<file path="src/rtl/sample_streamer_pkg.sv">
// Shared definitions for the sampler readout consumer: FSM state encoding,
// sampler handshake constants and the edge helper used on sampler levels.
package sample_streamer_pkg;

  typedef enum logic [2:0] {
    ST_IDLE       = 3'd0,
    ST_ARM        = 3'd1,
    ST_FIRST      = 3'd2,
    ST_SEND       = 3'd3,
    ST_WAIT_TX    = 3'd4,
    ST_NEXT       = 3'd5,
    ST_WAIT_VALID = 3'd6,
    ST_FINISH     = 3'd7
  } state_t;

  localparam int MEM_SIZE    = 32'd1024;
  localparam int VALID_WIDTH = 32'd4;

  function automatic logic rising_edge(input logic cur, input logic prev);
    return cur & ~prev;
  endfunction

endpackage

</file>
<file path="src/rtl/sample_streamer.sv">
// Consumer side of the sampler readout: arms a capture, pulls samples one by
// one with pulses on o_next and forwards each byte to the serial transmitter.
module sample_streamer
  import sample_streamer_pkg::*;
#(
  parameter int DATA_SIZE  = 8,
  parameter int COUNT_SIZE = 11,
  parameter int NEXT_PULSE = 2,
  parameter int TIMEOUT    = 64
) (
  input  logic                  i_clock,
  input  logic                  i_reset,
  input  logic                  i_start,
  output logic                  o_sample,
  input  logic                  i_idle,
  output logic                  o_next,
  input  logic [DATA_SIZE-1:0]  i_data,
  input  logic                  i_valid,
  output logic [DATA_SIZE-1:0]  o_tx_data,
  output logic                  o_tx_start,
  input  logic                  i_tx_done,
  output logic                  o_busy,
  output logic                  o_done,
  output logic                  o_error,
  output logic [COUNT_SIZE-1:0] o_count
);

  localparam int TIMER_W = $clog2(TIMEOUT + 1);
  localparam int PULSE_W = $clog2(NEXT_PULSE + 1);
  localparam logic [TIMER_W-1:0]    TIMER_LAST = TIMER_W'(TIMEOUT - 1);
  localparam logic [PULSE_W-1:0]    PULSE_LAST = PULSE_W'(NEXT_PULSE - 1);
  localparam logic [COUNT_SIZE-1:0] COUNT_MAX  = {COUNT_SIZE{1'b1}};

  state_t                  state_q, state_d;
  logic                    last_valid_q;
  logic [TIMER_W-1:0]      timer_q, timer_d;
  logic [PULSE_W-1:0]      pulse_q, pulse_d;
  logic                    sample_q, sample_d;
  logic                    next_q, next_d;
  logic [DATA_SIZE-1:0]    tx_data_q, tx_data_d;
  logic                    tx_start_q, tx_start_d;
  logic                    busy_q, busy_d;
  logic                    done_q, done_d;
  logic                    error_q, error_d;
  logic [COUNT_SIZE-1:0]   count_q, count_d;
  logic                    rise_valid_s;

  assign rise_valid_s = rising_edge(i_valid, last_valid_q);

  // Next-state and next-output computation for the readout sequence.
  always_comb begin
    state_d   = state_q;
    timer_d   = timer_q;
    pulse_d   = pulse_q;
    sample_d  = sample_q;
    next_d    = next_q;
    tx_data_d = tx_data_q;
    count_d   = count_q;
    error_d   = error_q;

    case (state_q)
      ST_IDLE: begin
        if (i_start) begin
          count_d  = {COUNT_SIZE{1'b0}};
          error_d  = 1'b0;
          sample_d = 1'b1;
          state_d  = ST_ARM;
        end else begin
          state_d  = ST_IDLE;
        end
      end
      ST_ARM: begin
        if (!i_idle) begin
          sample_d = 1'b0;
          state_d  = ST_FIRST;
        end else begin
          sample_d = 1'b1;
        end
      end
      // Capture depends on external gates, so the first sample has no deadline.
      ST_FIRST: begin
        if (i_idle) begin
          state_d = ST_FINISH;
        end else if (rise_valid_s) begin
          tx_data_d = i_data;
          state_d   = ST_SEND;
        end else begin
          state_d = ST_FIRST;
        end
      end
      ST_SEND: begin
        state_d = ST_WAIT_TX;
      end
      ST_WAIT_TX: begin
        if (i_tx_done) begin
          next_d  = 1'b1;
          pulse_d = {PULSE_W{1'b0}};
          state_d = ST_NEXT;
        end else begin
          state_d = ST_WAIT_TX;
        end
      end
      ST_NEXT: begin
        if (pulse_q == PULSE_LAST) begin
          next_d  = 1'b0;
          timer_d = {TIMER_W{1'b0}};
          state_d = ST_WAIT_VALID;
        end else begin
          pulse_d = pulse_q + PULSE_W'(1);
        end
      end
      // Sampler returning to idle after its last address is the normal end.
      ST_WAIT_VALID: begin
        if (i_idle) begin
          state_d = ST_FINISH;
        end else if (rise_valid_s) begin
          tx_data_d = i_data;
          state_d   = ST_SEND;
        end else if (timer_q == TIMER_LAST) begin
          error_d = 1'b1;
          state_d = ST_FINISH;
        end else begin
          timer_d = timer_q + TIMER_W'(1);
        end
      end
      ST_FINISH: begin
        next_d   = 1'b0;
        sample_d = 1'b0;
        state_d  = ST_IDLE;
      end
      default: begin
        state_d = ST_IDLE;
      end
    endcase

    if (state_d == ST_SEND) begin
      count_d = (count_q == COUNT_MAX) ? count_q : count_q + COUNT_SIZE'(1);
    end else begin
      count_d = count_d;
    end

    tx_start_d = (state_d == ST_SEND);
    done_d     = (state_d == ST_FINISH);
    busy_d     = (state_d != ST_IDLE);
  end

  // State, edge history and registered outputs.
  always_ff @(posedge i_clock or posedge i_reset) begin
    if (i_reset) begin
      state_q      <= ST_IDLE;
      last_valid_q <= 1'b0;
      timer_q      <= {TIMER_W{1'b0}};
      pulse_q      <= {PULSE_W{1'b0}};
      sample_q     <= 1'b0;
      next_q       <= 1'b0;
      tx_data_q    <= {DATA_SIZE{1'b0}};
      tx_start_q   <= 1'b0;
      busy_q       <= 1'b0;
      done_q       <= 1'b0;
      error_q      <= 1'b0;
      count_q      <= {COUNT_SIZE{1'b0}};
    end else begin
      state_q      <= state_d;
      last_valid_q <= i_valid;
      timer_q      <= timer_d;
      pulse_q      <= pulse_d;
      sample_q     <= sample_d;
      next_q       <= next_d;
      tx_data_q    <= tx_data_d;
      tx_start_q   <= tx_start_d;
      busy_q       <= busy_d;
      done_q       <= done_d;
      error_q      <= error_d;
      count_q      <= count_d;
    end
  end

  assign o_sample   = sample_q;
  assign o_next     = next_q;
  assign o_tx_data  = tx_data_q;
  assign o_tx_start = tx_start_q;
  assign o_busy     = busy_q;
  assign o_done     = done_q;
  assign o_error    = error_q;
  assign o_count    = count_q;

endmodule

</file>
<file path="config.mk">
export PLATFORM = sky130hd
export DESIGN_NAME = sample_streamer
export DESIGN_NICKNAME = d
export VERILOG_FILES = /design/src/rtl/sample_streamer_pkg.sv /design/src/rtl/sample_streamer.sv
export SDC_FILE = /design/constraint.sdc
export NUM_CORES = 1
export LEC_CHECK = 0
export ABC_AREA = 1
export CAP_MARGIN = 10
export CORE_MARGIN = 5
export CORE_UTILIZATION = 45
export DETAILED_ROUTE_END_ITERATION = 12
export GPL_TIMING_DRIVEN = 0
export PLACE_DENSITY = 0.71
export SLEW_MARGIN = 20
export SYNTH_ARGS = -nofsm -noshare
export SYNTH_HDL_FRONTEND = slang
export SYNTH_SLANG_ARGS = --single-unit
export TNS_END_PERCENT = 50
</file>
<file path="constraint.sdc">
create_clock -name i_clock -period 1.7 [get_ports i_clock]
set_input_delay 0.17 -clock i_clock [delete_from_list [all_inputs] [get_ports i_clock]]
set_output_delay 0.17 -clock i_clock [all_outputs]
set_load 0.005 [all_outputs]
</file>
# Word-level counts from Yosys, hierarchy flattened
# Cells that the tools add are included.
# W data, S select, Z words.
[totals]
regBits = 38
latchBits = 0
ramBits = 0
mem_bits_ro = 0
output_inout_bits = 25
wordCells = 89
n_memories = 0
[classes]
add_sub_neg = 3
n_mul = 0
div_mod_pow = 0
order_cmp = 0
eq_ne = 21
n_shift = 0
mux = 33
bitwise_logic = 3
reduce_logical = 17
[ops]
columns = ["operator", "count"]
rows = [
  ["$mux W11", 4],
  ["$mux W7", 4],
  ["$pmux W3 S8", 1],
  ["$mux W3", 6],
  ["$ne A2 B2 Y1 const B", 9],
  ["$eq A3 B3 Y1 const B", 5],
  ["$pmux W7 S2", 1],
  ["$reduce_and A3 Y1", 4],
  ["$add A11 B1 Y11 const B", 1],
  ["$eq A11 B11 Y1 const B", 1],
  ["$mux W1", 11],
  ["$reduce_and A5 Y1", 2],
  ["$reduce_bool A2 Y1", 5],
  ["$eq A3 B2 Y1 const B", 3],
  ["$reduce_bool A3 Y1", 3],
  ["$add A7 B1 Y7 const B", 1],
  ["$eq A7 B6 Y1 const B", 1],
  ["$pmux W1 S3", 2],
  ["$mux W2", 2],
  ["$pmux W2 S2", 1],
  ["$eq A3 B1 Y1 const B", 1],
  ["$logic_not A3 Y1", 1],
  ["$add A2 B1 Y2 const B", 1],
  ["$eq A2 B1 Y1 const B", 1],
  ["other kinds (5)", 6],
]

# Longest topological paths before layout
# Gate-level depths: netlist (run 1).
[logic_depth]
ltp_word = 8
mapped_depth = 9

# Least setup slack after synthesis (run 1)
# OpenSTA, ideal clock, no wires.
[synth_path]
kind = "register to register"
start = "register count_q[0] (netlist: o_count[0])"
end = "register count_q[5] (netlist: o_count[5])"
arrival_ns = 1.339
t_required_ns = 1.624
path_slack_ns = 0.285
path_stages_with_launch = 10
path_buffers = 0
path_cell_list = "dfrtp_1 ha_1 inv_1 nor2_1 nand3_1 nand2_2 nand2_4 inv_2 nand2_1 o21ai_1"
[synth_between]
elab_chain_cells = 3
word_cells_on_any_way = 6
classes_between = "1 x add/sub; 2 x eq/ne; 2 x mux; 1 x reduce/logical"
[synth_lines]
columns = ["item", "line", "source"]
rows = [
  ["start, declared", "sample_streamer.sv:45", "logic [COUNT_SIZE-1:0] count_q, count_d;"],
  ["start signal, assigned", "sample_streamer.sv:161", "count_q <= {COUNT_SIZE{1'b0}};"],
  ["start signal, assigned", "sample_streamer.sv:174", "count_q <= count_d;"],
  ["$add A11 B1 Y11 or $eq A11 B11 Y1 (tied branches)", "sample_streamer.sv:137", "count_d = (count_q == COUNT_MAX) ? count_q : count_q + COUNT_SIZE'(1);"],
  ["$mux W11 or $ne A2 B2 Y1 (tied branches)", "n/a", ""],
  ["$mux W11 or $reduce_and A3 Y1 (tied branches)", "n/a", ""],
]
# Parallel ways exist; a longest one is shown, timed or not. The select of a mux whose other input is x is not followed.
# A chain may end at the register's enable or synchronous reset.

# Final worst setup path (run 1)
# Same ends and word-level chain as after synthesis.

==> qor.yml, run 1 <==
routed_wl_um: 4440
max_stage_delay_ns: 0.46
vias_per_cell: 4.89
syn_inst: 276
rows: 24
grt_antenna_before_repair: 0
ys_seq_area_frac: 0.464
power.leakage_uw: 0.00126
synth_edf_count: 0
hold_buffers: 0
r2r_start: "o_count[0]"
finalSetupViolations: 0
synth_flop_cell: "dfrtp_1"
use_met1: 0.215
yosysTopAreaCellShare: 0.464
relSlewSlack: 0.804
slowest_stage: "dfrtp_1"
antenna_left: 0
htree_num_levels: 2
cts.clk_slew.worst_paths_ns: 0.08
fin_tns_setup_ns: 0
peakVddDrop_uv: 928
synthAdderAreaFrac: 0.0183
fin_area_um2: 2630
grt_pass1_wl_um: 7930
slew_violations: 0
clock_sinks: 38
nNetsFinal: 339
finalHoldViolations: 0
grt_use_total: 0.159
r2r_setup_slack_ns: 0.14
clock-root-buffer: "clkbuf_8"
multi_input_area_um2: 941
max_cap_violations: 0
layout_common_cells: "nand2_1 (101), clkdlybuf4s50_1 (38), inv_1 (37), dfrtp_1 (37), nor2_1 (25)"
seq_area_um2: 952
endpoint_kind: "flip-flop"
postPlaceCellArea_um2: 2520
crit_path_start_kind: "flip-flop"
pre_cts_ws_ns: -0.0792
p_comb_frac: 0.394
final_common_cell: "nand2_1"
yosys.area.top_type: "dfrtp_1"
ys_types: 25
dr.pass1.iters: 4
met2_usage: 0.254
fp.dieH_um: 77.5
num_vias: 1833
hpwl_um: 3320
stdcell_count: 375
crit_fanout: 10
synth-simple-area-share: 0.356
wire_per_inst_um: 11.8
swShare: 0.361
grt_pass1_vias: 1748
outcome: "finished clean"
hold_path.class: "input pin to async pin"
n_antenna_cell: 0
p_switching_uw: 1230
initial_core_util: 0.468
layout-drive-gt1-share: 0.0960
gp_congestion: 0.795
syn_nets: 293
grt.busiest_layer: "met2"
fmax_mhz: 640
cts_made_buffers: 5
tightest_slew_ns: 0.294
synth_mux_area_frac: 0
synth_compound_area_frac: 0.0610
power_per_cell_area_nw_per_um2: 1300
seqPwrFrac: 0.385
syn2layout_area_growth_pct: 28.2
clk_latency_ns: 0.29
grt_max_degree: 28
synthesis.area_um2: 2050
p_int_uw: 2180
synth_top_family_by_area: "simple AND/OR/NAND/NOR gates"
io_buffer_count: 38
r2r-end: "o_count[5]"
fin_crit_sh: 0.919
cts_tree: "built"
worstPathCellList: "ha_1 > inv_1 > nor2_2 > nand3_1 > nand2_2 > nand2_4 > inv_2 > nand2_1 > o21ai_1"
boundaryPins: 39
core-area_um2: 4380
drt_iter0_drc: 163
clockBufferDepth: 2
period_minus_slack_ns: 1.56
grt_remaining_overflow: 0
timing.hold.ws_ns: 0.137
fill_cells: 399
required_ns: 1.92
ys_ff_latch: 38
yosys_warnings: 0
async_flop_share: 1.00
yosys-top-cells-area: "dfrtp_1 (46%), nand2_1 (18%), inv_1 (7.0%)"
drc_errors: 0
rsz0062_at_grt: "false"
r2r_cells: 9
synth-xor-area-share: 0.0214
setup_ws_ns: 0.138
power.share.clock: 0.221
crit_arrival_ns: 1.78
critical_path_class: "flip-flop to flip-flop"
syn_avg_cell_area_um2: 7.43
skew_ns: 0.00645
die_area_um2: 6010
place_inst: 367
die_w_um: 77.5
grt_util_met3: 0.0382
-- synthesized netlist by cell type, types with 2 or more instances --
library cell  instances
nor2_4                4
nand2_4               2
o21ai_0               9
buf_2                 2
a21oi_1               4
inv_1                38
ha_1                  3
o21ai_1               3
o22ai_1               2
inv_2                 3
nor2_2                2
nor2_1               26
nand4_1               4
dfrtp_1              38
nand2_1             101
xor2_1                4
nand2_2               4
nand3_1              20
-- routing by layer --
metal  up-vias  wire, um
met5         -         0
met4         0        58
met3         6       195
met2        38      2140
met1       842      2040
li1        947         -
-- cell families after synthesis --
logic type / after synthesis
simple gates: 166
buf+inv: 43
flops: 38
compound gates: 21
xor+xnor: 5
fa+ha+maj: 3
-- power groups by stage --
stage / Combinational [uW] / Sequential (uW) / Clock [uW]
after CTS: 1360 / 1310 / 765
after floorplan: 789 / 1320 / 0
final: 1340 / 1310 / 752
after global routing: 1510 / 1360 / 809
after global placement: 1320 / 1320 / 0
after detailed placement: 1350 / 1320 / 0
-- sequential cells by signal (all words and copies together) (netlist names) --
register      flops
last_valid_q      1
o_busy            1
o_count          11
o_done            1
o_error           1
o_next            1
o_sample          1
o_tx_data         8
o_tx_start        1
pulse_q           2
state_q           3
timer_q           7
-- metrics by stage --
stage / util / power [uW]
floorplan: - / 2110
global placement: 0.569 / 2640
finish: 0.600 / 3410
detailed placement: 0.574 / 2680
global route: 0.600 / 3680
CTS: 0.598 / 3440
-- worst max-delay path: cells and delay by family, from the launching register on --
kind            cells  cell delay (ns)
simple gates        5             0.57
fa+ha+maj           1             0.20
buf+inv             2             0.20
compound gates      1             0.07
flops               1             0.46
-- area by class of cell --
| type | instances | area share |
|---|---|---|
| timing repair buffer | 39 | 0.152 |
| multi-input combinational | 195 | 0.358 |
| clock buffer | 7 | 0.0290 |
| buffer | 2 | 0.00381 |
| clock inverter | 1 | 0.0114 |
| inverter | 41 | 0.0585 |
| sequential | 38 | 0.362 |
| tap | 52 | 0.0248 |
-- worst max-delay path by stage --
| stage | startpoint | end | slack (ns) | depth (start not counted) |
|---|---|---|---|---|
| 2_1_floorplan | o_count[0] | o_count[5] | 0.28 | 9 |
| 3_3_place_gp | i_reset | timer_q[5] | -0.21 | 2 |
| 3_5_place_dp | i_valid | o_count[6] | -0.08 | 10 |
| 4_1_cts | o_count[0] | o_count[7] | 0.06 | 9 |
| 5_1_grt | o_count[0] | o_count[5] | 0.01 | 9 |
| 6_report | o_count[0] | o_count[5] | 0.14 | 9 |
-- repair_timing --
action / CTS / global route
gates resized for setup: 0 / 3
endpoints found under the setup margin: 0 / 12
setup buffers: 0 / 0
Note: power is estimated with default switching activity, not from simulation.
==> inputs of run 2 (changes only) <==
--- a/config.mk
+++ b/config.mk
@@ -8,10 +8,10 @@
 export ABC_AREA = 1
 export CAP_MARGIN = 10
 export CORE_MARGIN = 5
-export CORE_UTILIZATION = 45
+export CORE_UTILIZATION = 42
 export DETAILED_ROUTE_END_ITERATION = 12
 export GPL_TIMING_DRIVEN = 0
-export PLACE_DENSITY = 0.71
+export PLACE_DENSITY = 0.77
 export SLEW_MARGIN = 20
 export SYNTH_ARGS = -nofsm -noshare
 export SYNTH_HDL_FRONTEND = slang
==> qor.yml, run 2 (same netlist as run 1, synthesis figures left out) <==
outcome: "finished clean"
rows: 25  # +4.2%
rsz0062_at_grt: "false"
grt_use_total: 0.154  # -0.00585
cts_setup_buffers: 0  # unchanged
tightest_slew_ns: 0.295  # +0.000663 ns
grt_antenna_before_repair: 0  # unchanged
num_vias: 1842  # +0.49%
vias_per_cell: 4.72  # -3.4%
wl_met2_um: 2200  # +2.8%
crit_fanout: 10  # unchanged
antenna_left: 0  # unchanged
fin_area_um2: 2650  # +0.86%
worstPathCellList: "ha_1 > inv_1 > nor2_2 > nand3_1 > nand2_2 > nand2_4 > inv_2 > nand2_1 > o21ai_1"
finalSetupViolations: 0  # unchanged
required_ns: 1.92  # about the same
layout_common_cells: "nand2_1 (101), clkdlybuf4s50_1 (38), inv_1 (37)"
endpoint_kind: "flip-flop"
cts_tree: "built"
postPlaceCellArea_um2: 2530  # +0.75%
final_common_cell: "nand2_1"
p_int_uw: 2170  # -0.32%
max_cap_violations: 0  # unchanged
fmax_mhz: 651  # +1.7%
hpwl_um: 3360  # +1.4%
critical_path_class: "flip-flop to flip-flop"
cts_resized: 0  # unchanged
p_switching_uw: 1250  # +1.9%
finalHoldViolations: 0  # unchanged
drc_errors: 0  # unchanged
p_comb_frac: 0.395  # about the same
grt_remaining_overflow: 0  # unchanged
seqPwrFrac: 0.385  # about the same
drt_iter0_drc: 150  # -8.0%
setup_ws_ns: 0.164  # +0.0259 ns
hold_path.class: "input pin to async pin"
gp_congestion: 0.890  # +12%
grt_pass1_wl_um: 7730  # -2.5%
fp.dieH_um: 79.9  # +3.1%
skew_ns: 0.00358  # -0.00287 ns
relSlewSlack: 0.803  # -0.000882
fin_crit_sh: 0.904  # -0.0152
clockBufferDepth: 2  # unchanged
cts_made_buffers: 5  # unchanged
clock-root-buffer: "clkbuf_8"
power.share.clock: 0.220  # about the same
dr_wl_met3_um: 201  # +3.1%
cts.clk_slew.worst_paths_ns: 0.08  # about the same
syn2layout_area_growth_pct: 29.3
routed_wl_um: 4570  # +2.9%
slew_violations: 0  # unchanged
grt_pass1_vias: 1723  # -1.4%
crit_path_start_kind: "flip-flop"
swShare: 0.366  # +0.00511
max_stage_delay_ns: 0.43  # -0.03 ns
pre_cts_ws_ns: -0.0822  # -0.00302 ns
core-area_um2: 4720  # +7.7%
largest_register_ffs: 11  # unchanged
peakVddDrop_uv: 934  # +0.69%
dr.pass1.iters: 4  # unchanged
wire_per_inst_um: 11.7  # -1.1%
highest_layer: "met4"
htree_num_levels: 2  # unchanged
period_minus_slack_ns: 1.54  # -0.0259 ns
slowest_stage: "dfrtp_2"
boundaryPins: 39  # unchanged
fill_cells: 453  # +14%
layout-drive-gt1-share: 0.105  # +0.00929
power_per_cell_area_nw_per_um2: 1290  # -0.37%
initial_core_util: 0.434  # -0.0336
io_buffer_count: 38  # unchanged
hold_buffers: 0  # unchanged
nNetsFinal: 339  # unchanged
power.leakage_uw: 0.00127  # +0.54%
die_w_um: 79.9  # +3.1%
clock_sinks: 38  # unchanged
clk_latency_ns: 0.29  # about the same
die_area_um2: 6380  # +6.2%
crit_arrival_ns: 1.76  # -0.02 ns
wl_met1_um: 2080  # +1.9%
n_antenna_cell: 0  # unchanged
grt_max_degree: 29  # +3.6%
fin_tns_setup_ns: 0  # unchanged
## run 2: layout make-up
cell class | instances | area (um2) | share of cell area
Sequential cell | 38 | 953 | 0.360
Multi-Input combinational cell | 195 | 941 | 0.355
Timing Repair Buffer | 39 | 400 | 0.151
Inverter | 41 | 154 | 0.0580
Tap cell | 67 | 83.8 | 0.0316
Clock buffer | 5 | 68.8 | 0.0260
Clock inverter | 3 | 40.0 | 0.0151
Buffer | 2 | 10.0 | 0.00378
## run 2: stage by stage
step                hold WS (ns)  std cells  utilization  power (uW)
floorplan                  0.201        276            -        2110
global placement           0.454        381        0.532        2640
detailed placement         0.462        382        0.537        2690
CTS                        0.150        390        0.560        3450
global route               0.145        390        0.561        3660
finish                     0.136        390        0.561        3420
## run 2: worst paths after layout
path | depth (start not counted) | from | slack, ns | to
max | 9 | o_count[0] | 0.16 | o_count[6]
min | 2 | i_reset | 0.14 | timer_q[6]
max in group asynchronous | 3 | i_reset | 1.13 | timer_q[0]
max reg2reg | 9 | o_count[0] | 0.16 | o_count[6]
min in group i_clock | 1 | i_valid | 0.35 | last_valid_q
min reg2reg | 2 | o_tx_data[4] | 0.47 | o_tx_data[4]
## run 2: layer usage
layer | vias to the layer above | global-route usage
met4 | 0 | 0.0608
met2 | 43 | 0.250
met3 | 7 | 0.0406
met5 | - | 0
li1 | 942 | -
met1 | 850 | 0.194
## run 2: power by group through the flow
stage / Sequential, uW / Combinational (uW) / Clock (uW)
floorplan: 1320 / 789 / 0
global placement: 1330 / 1300 / 0
detailed placement: 1330 / 1350 / 0
CTS: 1320 / 1370 / 766
global route: 1360 / 1500 / 808
finish: 1320 / 1350 / 755
## run 2: worst max-delay path, delay by kind of cell (launching register included)
kind | cells | cell delay [ns]
buffers and inverters | 2 | 0.20
adder cells (fa/ha/maj) | 1 | 0.19
AO/OA/AOI/OAI | 1 | 0.07
AND/OR/NAND/NOR | 5 | 0.57
flip-flops | 1 | 0.43
